File: src/rtl/addc_sample_capture.sv
// HSMC ADC capture: two-flop pin pipeline, rate divider, sample FIFO,
// Avalon-MM register slave and a registered sample/strobe output.
module addc_sample_capture #(
    parameter int DATA_W     = 14,
    parameter int FIFO_DEPTH = 64,
    parameter int DIV_W      = 16
) (
    input  logic              clk,
    input  logic              reset,
    input  logic [1:0]        avs_s0_address,
    input  logic              avs_s0_read,
    input  logic              avs_s0_write,
    output logic [31:0]       avs_s0_readdata,
    input  logic [31:0]       avs_s0_writedata,
    input  logic [DATA_W-1:0] addc_hsmc_in,
    output logic [DATA_W-1:0] addc_data_out,
    output logic              addc_sample_tick
);

    localparam int PW = $clog2(FIFO_DEPTH);
    localparam int CW = PW + 1;

    logic [DATA_W-1:0] r_stage1;
    logic [DATA_W-1:0] r_stage2;
    logic [DATA_W-1:0] r_data_out;
    logic              r_sample_tick;
    logic              r_enable;
    logic              r_overflow;
    logic [DIV_W-1:0]  r_div;
    logic [DIV_W-1:0]  r_cnt;
    logic [PW-1:0]     r_wr_ptr;
    logic [PW-1:0]     r_rd_ptr;
    logic [CW-1:0]     r_count;
    logic [DATA_W-1:0] r_mem [FIFO_DEPTH];

    logic              w_wr_ctrl;
    logic              w_wr_status;
    logic              w_clear;
    logic              w_tick;
    logic              w_empty;
    logic              w_full;
    logic              w_pop;
    logic              w_push;
    logic              w_accept;
    logic              w_ovf_set;
    logic [DATA_W-1:0] w_head;
    logic [15:0]       w_div16;
    logic [15:0]       w_count16;
    logic              w_unused;

    assign w_wr_ctrl   = avs_s0_write && (avs_s0_address == 2'd0);
    assign w_wr_status = avs_s0_write && (avs_s0_address == 2'd1);
    assign w_clear     = w_wr_ctrl && avs_s0_writedata[1];
    assign w_tick      = r_enable && (r_cnt == r_div);
    assign w_empty     = (r_count == '0);
    assign w_full      = (r_count == CW'(FIFO_DEPTH));
    assign w_pop       = avs_s0_read && (avs_s0_address == 2'd2)
                         && !w_empty;
    // a clear in the same cycle as a tick discards that sample
    assign w_push      = w_tick && !w_clear;
    assign w_accept    = w_push && (!w_full || w_pop);
    assign w_ovf_set   = w_push && w_full && !w_pop;
    assign w_head      = r_mem[r_rd_ptr];
    assign w_div16     = 16'(r_div);
    assign w_count16   = 16'(r_count);
    assign w_unused    = ^avs_s0_writedata[15:2];

    assign addc_data_out    = r_data_out;
    assign addc_sample_tick = r_sample_tick;

    always_ff @(posedge clk) begin
        if (reset) begin
            r_stage1 <= '0;
            r_stage2 <= '0;
        end else begin
            r_stage1 <= addc_hsmc_in;
            r_stage2 <= r_stage1;
        end
    end

    always_ff @(posedge clk) begin
        if (reset) begin
            r_enable <= 1'b0;
            r_div    <= '0;
            r_cnt    <= '0;
        end else if (w_wr_ctrl) begin
            r_enable <= avs_s0_writedata[0];
            r_div    <= avs_s0_writedata[16 +: DIV_W];
            r_cnt    <= '0;
        end else if (!r_enable || w_tick) begin
            r_cnt    <= '0;
        end else begin
            r_cnt    <= r_cnt + 1'b1;
        end
    end

    always_ff @(posedge clk) begin
        if (reset) begin
            r_data_out    <= '0;
            r_sample_tick <= 1'b0;
        end else begin
            r_sample_tick <= w_tick;
            if (w_tick) begin
                r_data_out <= r_stage2;
            end
        end
    end

    always_ff @(posedge clk) begin
        if (w_accept) begin
            r_mem[r_wr_ptr] <= r_stage2;
        end
    end

    always_ff @(posedge clk) begin
        if (reset || w_clear) begin
            r_wr_ptr <= '0;
            r_rd_ptr <= '0;
            r_count  <= '0;
        end else begin
            if (w_accept) begin
                r_wr_ptr <= r_wr_ptr + 1'b1;
            end
            if (w_pop) begin
                r_rd_ptr <= r_rd_ptr + 1'b1;
            end
            unique case ({w_accept, w_pop})
                2'b10:   r_count <= r_count + 1'b1;
                2'b01:   r_count <= r_count - 1'b1;
                default: r_count <= r_count;
            endcase
        end
    end

    // a new overflow event wins over a same-cycle write-1-to-clear
    always_ff @(posedge clk) begin
        if (reset || w_clear) begin
            r_overflow <= 1'b0;
        end else if (w_ovf_set) begin
            r_overflow <= 1'b1;
        end else if (w_wr_status && avs_s0_writedata[18]) begin
            r_overflow <= 1'b0;
        end
    end

    always_comb begin
        avs_s0_readdata = '0;
        if (avs_s0_read) begin
            unique case (avs_s0_address)
                2'd0: avs_s0_readdata = {w_div16, 14'b0, 1'b0, r_enable};
                2'd1: avs_s0_readdata = {13'b0, r_overflow, w_full,
                                         w_empty, w_count16};
                2'd2: avs_s0_readdata = w_empty ? 32'b0 : 32'(w_head);
                2'd3: avs_s0_readdata = 32'(r_data_out);
                default: avs_s0_readdata = '0;
            endcase
        end
    end

endmodule

File: config.mk
export PLATFORM = sky130hd
export DESIGN_NAME = addc_sample_capture
export DESIGN_NICKNAME = d
export VERILOG_FILES = /design/src/rtl/addc_sample_capture.sv
export SDC_FILE = /design/constraint.sdc
export NUM_CORES = 1
export LEC_CHECK = 0
export ABC_AREA = 1
export BUFFER_PORTS_ARGS = -buffer_cell sky130_fd_sc_hd__buf_4
export CORE_MARGIN = 2
export CORE_UTILIZATION = 55
export DETAILED_ROUTE_END_ITERATION = 10
export GPL_TIMING_DRIVEN = 0
export PLACE_DENSITY = 0.68
export REMOVE_ABC_BUFFERS = 1
export SYNTH_ARGS = -nofsm -noshare
export SYNTH_HDL_FRONTEND = slang
export SYNTH_SLANG_ARGS = --single-unit
File: constraint.sdc
create_clock -name clk -period 3.95 [get_ports clk]
set_input_delay 0.395 -clock clk [delete_from_list [all_inputs] [get_ports clk]]
set_output_delay 0.395 -clock clk [all_outputs]
set_load 0.02 [all_outputs]
==> key figures, run 1 <==
Outcome
  • Result of the run: finished clean

Route
  • Final ANT Viol Nets: 0
  • Overall routed net length: roughly 110000 um
  • Post-detailed-route via-to-cell ratio: 6.02
  • Number of DRC markers in iteration 0: 3790
  • Count of vias placed by the detailed router: about 28000
  • First-pass iteration count of the detailed router: 6
  • Count of unresolved DRC violations after routing: 0
  • WL per Instance: about 24 um

Cells and area
  • Total non-filler cell area in the finished layout: 46600 um^2
  • Ant. Diodes: 0
  • Total Nets Final: ~3700
  • Fill cells: 5391
  • Area Overhead vs Synth: 14.9%
  • Layout cells sized above 1: 11.3%

STA
  • Worst clock skew: 0.0172 ns
  • Final clock period utilization by the worst path: between 90% and 100%
  • Worst-margin pin slew: between 1 and 1.5 ns
  • Fin Hold WS: roughly 0.021 ns
  • Unrepaired setup endpoints after global routing: yes
  • Slew HR: 7.19%
  • Count of final hold-check violations: 0
  • Final critical path time including I/O delays and setup: between 3 and 4 ns
  • Final count of negative-setup-slack endpoints: 0
  • Count of final max-slew check failures: 0
  • Maximum operating frequency: 254 MHz
  • Worst setup margin: between 0.02 and 0.025 ns

CTS
  • H-tree level count: 3
  • Largest buffer count on any clock path: 3
  • Number of buffers created by CTS: 98
  • Clock tree from TritonCTS: yes
  • Clock latency on the worst-skew pair: 0.66 ns
  • # clock sinks: 998
  • Root buffer selected by CTS: sky130_fd_sc_hd__clkbuf_16
  • Clock-pin transition on the worst setup and hold timing paths: about 0.06 ns

Setup path
  • Critical Path Start Type: flop
  • Critical path, cell by cell: buf_16, buf_16, buf_16, inv_16, buf_16, nand2_1, nand3_1, nand3_1, nand2_1, nand2_1, nand2_1, o211ai_1, nand2_1, nand2_2, a21oi_2, buf_4
  • Logic depth of the worst path, buffers included: 16
  • Cell with the largest stage delay on the worst path: sky130_fd_sc_hd__o211ai_1
  • Critical path buffers and inverters: 6
  • WP data required: between 3 and 4 ns
  • Cell depth of the worst flop-to-flop path: 12
  • Largest stage delay on the critical path: 0.64 ns
  • Dominant delay contributor by cell family on the critical path: buffers and inverters
  • Reg2Reg Setup Slack: 0.41 ns
  • Most used cell along the critical path: sky130_fd_sc_hd__nand2_1
  • Crit Path Max Fanout: 31
  • Kind of end point of the critical path: output port
  • Arrival time of the worst setup path: 3.53 ns
  • Start-to-end type of the worst setup path: reg2out

Logic synthesis
  • Combined area of all synthesized cells: 40500 um^2
  • Share of synthesized flip-flops with an asynchronous set or reset: 0%
  • Flip-flop and latch count after synthesis: 998
  • Cell count after synthesis: 3566
  • Number of distinct library cells after synthesis: 43
  • Sequential-to-total area share from yosys stat: 71.4%
  • Count of yosys warnings during synthesis: 0
  • Number of synthesized flops with an enable pin: 896
  • Post-Syn Area per Cell: 11.4 um^2
  • Flip-flop cell with the highest count after synthesis: sky130_fd_sc_hd__edfxtp_1

Power and ir drop
  • Clock share of power: a little over two fifths
  • Net switching power: 4.57 mW
  • Areal power density over the cells: 457 nW/um^2
  • Worst-case vdd ir drop: 0.288 mV
  • Cell leakage power: 16.8 nW
  • Share of power burned in registers: 54.3%
  • Internal Power: 16.7 mW
  • Switching Fraction: a little over a fifth
  • Part of the total power dissipated in combinational logic: approximately 4.0%

Placed design
  • Post-Place Worst Slack: -0.897 ns
  • Port-buffer cells: 82
  • Final RePlAce weighted congestion: approximately 0.82
  • Standard cell area after detailed placement: 42600 um^2
  • Post-detail-place hpwl: 59800 um

Floorplanning
  • I/O pins: 99
  • Y dimension of the die: around 280 um
  • Die width: 275 um
  • Area of the core: roughly 73000 um^2
  • Number of core rows: between 90 and 100
  • Starting density of the core: 55.5%
  • Floorplan die area: roughly 76000 um^2

Global route
  • Pin count of the biggest net entering global routing: 104
  • Vias in the first global route: 26033
  • Grt total ovfl: 0
  • Overall routing resource usage: 29.8%
  • Wire length of the first global-routing pass: 166000 um
  • Antenna violations before repair: 2

Hold path
  • Class of the most critical hold timing path: in2reg
  • Number of cells on the worst hold path: 3

Job
  • Max-cap viol count: 0
[Yosys cell counts (6+ instances only)]
| library cell | number | area share, % |
|---|---|---|
| sky130_fd_sc_hd__inv_2 | 14 | 0.13 |
| sky130_fd_sc_hd__nand3_4 | 6 | 0.26 |
| sky130_fd_sc_hd__nor2_1 | 332 | 3.1 |
| sky130_fd_sc_hd__buf_1 | 25 | 0.23 |
| sky130_fd_sc_hd__nand3_1 | 467 | 5.8 |
| sky130_fd_sc_hd__xor2_1 | 9 | 0.19 |
| sky130_fd_sc_hd__o21ai_1 | 7 | 0.086 |
| sky130_fd_sc_hd__nand2_1 | 926 | 8.6 |
| sky130_fd_sc_hd__buf_2 | 79 | 0.98 |
| sky130_fd_sc_hd__o31ai_1 | 14 | 0.26 |
| sky130_fd_sc_hd__edfxtp_1 | 896 | 66 |
| sky130_fd_sc_hd__ha_1 | 8 | 0.25 |
| sky130_fd_sc_hd__nor3_1 | 21 | 0.26 |
| sky130_fd_sc_hd__o21ai_0 | 212 | 2.6 |
| sky130_fd_sc_hd__inv_1 | 92 | 0.85 |
| sky130_fd_sc_hd__a21oi_1 | 111 | 1.4 |
| sky130_fd_sc_hd__buf_4 | 18 | 0.33 |
| sky130_fd_sc_hd__clkbuf_1 | 87 | 0.81 |
| sky130_fd_sc_hd__o22ai_1 | 86 | 1.3 |
| sky130_fd_sc_hd__o211ai_1 | 11 | 0.20 |
| sky130_fd_sc_hd__dfxtp_1 | 102 | 5.0 |
[cell families after synthesis]
kind of cell	Yosys count	synth area share, %
other	1	0.00926
DFF	998	71.4
buffers and inverters	324	3.49
AOI/OAI and AO/OA	443	5.91
and+or+nand+nor	1781	18.6
adders and majority gates	9	0.296
xor gates and xnor gates	10	0.216
[power by group through the flow]
stage               logic, mW  clock network, mW  registers, mW
finish                  0.851               8.87           11.6
global route            0.921               9.32           11.5
CTS                     0.832               8.88           11.5
detailed placement      0.729                  0           11.8
global placement        0.645                  0           11.9
floorplan               0.413                  0           11.8
[registers in the layout (all words and copies together) (netlist names), named ones only]
name,cells
r_wr_ptr,6
r_stage2,14
r_mem,896
r_enable,1
r_rd_ptr,6
addc_sample_tick,1
r_cnt,16
r_overflow,1
r_stage1,14
addc_data_out,14
r_count,7
r_div,16
[metrics by stage]
stage          power (mW)  utilization [%]  setup TNS [ns]  instances
4_1_cts              21.3             63.6               0       4670
3_5_place_dp         12.5             58.3          -95.67       4448
3_3_place_gp         12.6             56.7         -617.01       4396
5_1_grt              21.8             63.8          -0.250       4677
2_1_floorplan        12.2                -         -148.95       3355
6_report             21.3             63.8               0       4677
[metal layers]
| layer | up-vias | track usage [%] | part of all wire [%] |
|---|---|---|---|
| met2 | 1590 | 45.5 | 46 |
| met5 | - | 0 | 0 |
| met1 | 13631 | 43.3 | 40 |
| met3 | 237 | 4.28 | 9.9 |
| met4 | 0 | 12.4 | 4.2 |
| li1 | 12677 | - | - |
[what timing repair did]
action / in CTS / in global routing
hold buffers: 17 / 0
setup endpoints to repair: 14 / 14
cloned: 18 / 1
hold endpoints to repair: 17 / 0
pin swaps: 2 / 2
gates resized for setup: 10 / 8
setup buffers: 13 / 2
[worst reg2reg max path, stage by stage (launching register included)]
cell                      delay [ns]
sky130_fd_sc_hd__dfxtp_1        0.40
sky130_fd_sc_hd__inv_1          0.06
sky130_fd_sc_hd__nand2_1        0.05
sky130_fd_sc_hd__nand2_1        0.05
sky130_fd_sc_hd__nor2_1         0.18
sky130_fd_sc_hd__nand2_1        0.13
sky130_fd_sc_hd__nor2_4         0.17
sky130_fd_sc_hd__nand4_4        0.15
sky130_fd_sc_hd__nor2_8         0.24
sky130_fd_sc_hd__inv_6          0.10
sky130_fd_sc_hd__nor2_8         0.16
sky130_fd_sc_hd__nand2_2        0.31
sky130_fd_sc_hd__nor2_1         1.15
[cell usage in the layout (no fill, tap or decap), types with 6 or more instances in the layout]
cell type / n
sky130_fd_sc_hd__o22ai_1: 86
sky130_fd_sc_hd__o21ai_1: 7
sky130_fd_sc_hd__clkinv_1: 22
sky130_fd_sc_hd__xor2_1: 9
sky130_fd_sc_hd__nor2_1: 283
sky130_fd_sc_hd__inv_2: 12
sky130_fd_sc_hd__clkinv_2: 13
sky130_fd_sc_hd__ha_1: 8
sky130_fd_sc_hd__clkbuf_8: 7
sky130_fd_sc_hd__clkbuf_16: 101
sky130_fd_sc_hd__nand3_4: 6
sky130_fd_sc_hd__a21oi_1: 109
sky130_fd_sc_hd__nor2_2: 52
sky130_fd_sc_hd__dlygate4sd3_1: 17
sky130_fd_sc_hd__nand3_1: 465
sky130_fd_sc_hd__dfxtp_2: 15
sky130_fd_sc_hd__buf_12: 19
sky130_fd_sc_hd__o211ai_1: 11
sky130_fd_sc_hd__bufbuf_16: 11
sky130_fd_sc_hd__dfxtp_1: 83
sky130_fd_sc_hd__buf_8: 17
sky130_fd_sc_hd__buf_16: 21
sky130_fd_sc_hd__inv_6: 6
sky130_fd_sc_hd__edfxtp_1: 896
sky130_fd_sc_hd__o21ai_0: 212
sky130_fd_sc_hd__clkbuf_1: 22
sky130_fd_sc_hd__o31ai_1: 14
sky130_fd_sc_hd__buf_4: 94
sky130_fd_sc_hd__inv_1: 92
sky130_fd_sc_hd__nand2_1: 925
sky130_fd_sc_hd__nor3_1: 21
[final timing paths]
| check | to | startpoint |
|---|---|---|
| max reg2reg | r_mem[22][7]$_DFFE_PP_ | r_cnt[0]$_SDFF_PP0_ |
| max | avs_s0_readdata[8] | flop |
| min reg2reg | r_stage2[12]$_SDFF_PP0_ | r_stage1[12]$_SDFF_PP0_ |
| min | r_div[13]$_SDFFE_PP0P_ | avs_s0_writedata[29] |
[cell type report]
class | instances | area [um^2] | share of cell area [%]
clock buffer | 129 | 2680 | 5.76
inverter | 112 | 475 | 1.02
timing repair buffer | 185 | 2530 | 5.43
timing repair inverter | 4 | 45.0 | 0.0968
clock inverter | 45 | 327 | 0.701
sequential | 998 | 29000 | 62.3
tap | 959 | 1200 | 2.58
multi-input combinational | 2245 | 10300 | 22.2
Power figures use the tool's default switching activity.
==> run 2: changes to the inputs <==
==> constraint.sdc (replaced) <==
create_clock -name clk -period 3.95 [get_ports clk]
set_input_delay 0.79 -clock clk [delete_from_list [all_inputs] [get_ports clk]]
set_output_delay 0.79 -clock clk [all_outputs]
set_load 0.02 [all_outputs]
==> key figures, run 2 (synthesis results as in run 1) <==
Cells and area
  • Area taken by flip-flops and latches: 29000 um^2
  • Largest reg by FF count: r_mem
  • Max FFs per register: ~900
  • Combined area of the multi-input logic cells: 10600 um^2
  • Most frequent cells in the layout: sky130_fd_sc_hd__edfxtp_1 (896), sky130_fd_sc_hd__nand2_1 (893), sky130_fd_sc_hd__nand3_1 (442)
  • Total non-filler cell area in the finished layout: 47400 um^2
  • Largest regs: r_mem: 896 flops, r_cnt: 16 flops, r_div: 16 flops
  • Layout cells sized above 1: 14.1%
  • Ant. Diodes: 0
  • Fill cells: 5263
  • Utilization after layout: 65.0%
  • Leading cell type in the layout, fill and taps excluded: sky130_fd_sc_hd__edfxtp_1
  • Total Nets Final: between 3000 and 4000
  • Area Overhead vs Synth: 17.0%

Placed design
  • Post-detail-place hpwl: around 60000 um
  • Final RePlAce weighted congestion: 0.824
  • Standard cell area after detailed placement: 42600 um^2
  • Port-buffer cells: 82

Power and ir drop
  • Clock share of power: 41.6%
  • Share of power burned in registers: between 50% and 60%
  • Areal power density over the cells: 451 nW/um^2
  • Switching Fraction: 21.7%
  • Part of the total power dissipated in combinational logic: 4.4%
  • Cell leakage power: roughly 17 nW
  • Worst-case vdd ir drop: just under 0.3 mV
  • Net switching power: 4.63 mW
  • Internal Power: 16.7 mW

CTS
  • Number of buffers created by CTS: 98
  • Clock-pin transition on the worst setup and hold timing paths: ~0.060 ns
  • H-tree level count: 3
  • Largest buffer count on any clock path: 3
  • Clock tree from TritonCTS: yes
  • # clock sinks: roughly 1000
  • Root buffer selected by CTS: sky130_fd_sc_hd__clkbuf_16
  • Number of buffers inserted by hold repair at cts: 0
  • Clock latency on the worst-skew pair: about 0.66 ns

Setup path
  • Arrival time of the worst setup path: 3.35 ns
  • Critical Path Start Type: flop
  • Crit Path Max Fanout: 15
  • Start-to-end type of the worst setup path: reg2out
  • WP data required: 3.16 ns
  • Kind of end point of the critical path: output port

STA
  • Count of final hold-check violations: 0
  • Maximum operating frequency: between 200 and 250 MHz
  • Worst clock skew: between 0.015 and 0.02 ns
  • Slew HR: 28.6%
  • Final clock period utilization by the worst path: 105%
  • Worst setup margin: -0.193 ns
  • Final count of negative-setup-slack endpoints: 14
  • Worst-margin pin slew: 1.07 ns
  • Unrepaired setup endpoints after global routing: yes
  • Final critical path time including I/O delays and setup: 4.14 ns
  • Count of final max-slew check failures: 0

Floorplanning
  • Starting density of the core: 55.5%
  • I/O pins: 99
  • Floorplan die area: roughly 76000 um^2
  • Y dimension of the die: 275 um
  • Die width: between 200 and 300 um
  • Number of core rows: 99
  • Area of the core: 73000 um^2

Outcome
  • Violated checks: setup timing
  • Result of the run: finished, violations left

Route
  • Count of vias placed by the detailed router: around 29000
  • Overall routed net length: 120000 um
  • First-pass iteration count of the detailed router: 8
  • Number of DRC markers in iteration 0: 4162
  • WL per Instance: 25.5 um
  • Final ANT Viol Nets: 0
  • Post-detailed-route via-to-cell ratio: approximately 6
  • Count of unresolved DRC violations after routing: 0

Global route
  • Overall routing resource usage: 31.4%
  • Antenna violations before repair: 2
  • Grt total ovfl: 0
  • Wire length of the first global-routing pass: 173000 um
  • Vias in the first global route: 26628
  • Pin count of the biggest net entering global routing: 62

Hold path
  • Class of the most critical hold timing path: in2reg

Job
  • Max-cap viol count: 0
## run 2: power by group through the flow
| stage | sequential, mW | clock (mW) | combinational [mW] |
|---|---|---|---|
| after CTS | 11.5 | 8.88 | 0.895 |
| after detailed placement | 11.8 | 0 | 0.729 |
| after floorplan | 11.8 | 0 | 0.413 |
| final | 11.6 | 8.88 | 0.938 |
| after global placement | 11.9 | 0 | 0.645 |
| after global routing | 11.5 | 9.32 | 1.00 |
## run 2: worst paths after layout
check	slack (ns)	from	endpoint	depth (start not counted)
setup reg to reg	0.61	r_cnt[0]$_SDFF_PP0_	r_mem[6][5]$_DFFE_PP_	12
setup / recovery	-0.19	flop	avs_s0_readdata[8]	16
hold / removal	0.32	addc_hsmc_in[1]	r_stage1[1]$_SDFF_PP0_	3
hold reg to reg	0.39	r_stage1[12]$_SDFF_PP0_	r_stage2[12]$_SDFF_PP0_	2
## run 2: repair_timing
item                                   CTS  global route
pin swaps                               21            16
gates cloned                            36             5
setup buffers                           25             1
endpoints found under the hold margin    0             0
setup endpoints to repair               70           126
gates resized for setup                 85            47
## run 2: stage by stage
step	power [mW]	instances	TNS, ns	setup WS, ns	hold slack (ns)
6_report	21.4	4694	-1.27	-0.193	0.325
5_1_grt	21.9	4694	-2.24	-0.243	0.341
4_1_cts	21.3	4683	-1.06	-0.103	0.317
3_5_place_dp	12.5	4448	-333.59	-1.29	0.387
3_3_place_gp	12.6	4396	-976.79	-27.07	0.392
2_1_floorplan	12.2	3355	-154.48	-11.15	0.388
## run 2: worst max-delay path: stages (launching register included)
cell                       delay, ns
sky130_fd_sc_hd__dfxtp_4        0.36
sky130_fd_sc_hd__buf_16         0.13
sky130_fd_sc_hd__buf_16         0.14
sky130_fd_sc_hd__buf_16         0.18
sky130_fd_sc_hd__inv_16         0.16
sky130_fd_sc_hd__buf_16         0.18
sky130_fd_sc_hd__nand2_1        0.06
sky130_fd_sc_hd__nand3_1        0.06
sky130_fd_sc_hd__nand2_1        0.05
sky130_fd_sc_hd__a21oi_1        0.11
sky130_fd_sc_hd__o31ai_1        0.09
sky130_fd_sc_hd__nand2_1        0.16
sky130_fd_sc_hd__o211ai_1       0.29
sky130_fd_sc_hd__nand2_1        0.19
sky130_fd_sc_hd__nand2_2        0.12
sky130_fd_sc_hd__a21oi_2        0.22
sky130_fd_sc_hd__buf_6          0.16
## run 2: routing by layer
metal	up-vias	part of all wire, %	track usage [%]
met4	0	4.1	13.9
met5	-	0	0
met2	1690	46	48.3
li1	12718	-	-
met1	13952	39	44.6
met3	236	11	5.38
## run 2: cell type report
class                           instances  area share, %
Multi-Input combinational cell       2245           22.4
Tap cell                              959           2.53
Timing Repair inverter                  9          0.269
Inverter                              112           1.02
Clock buffer                          129           5.66
Sequential cell                       998           61.2
Timing Repair Buffer                  197           6.32
Clock inverter                         45          0.689
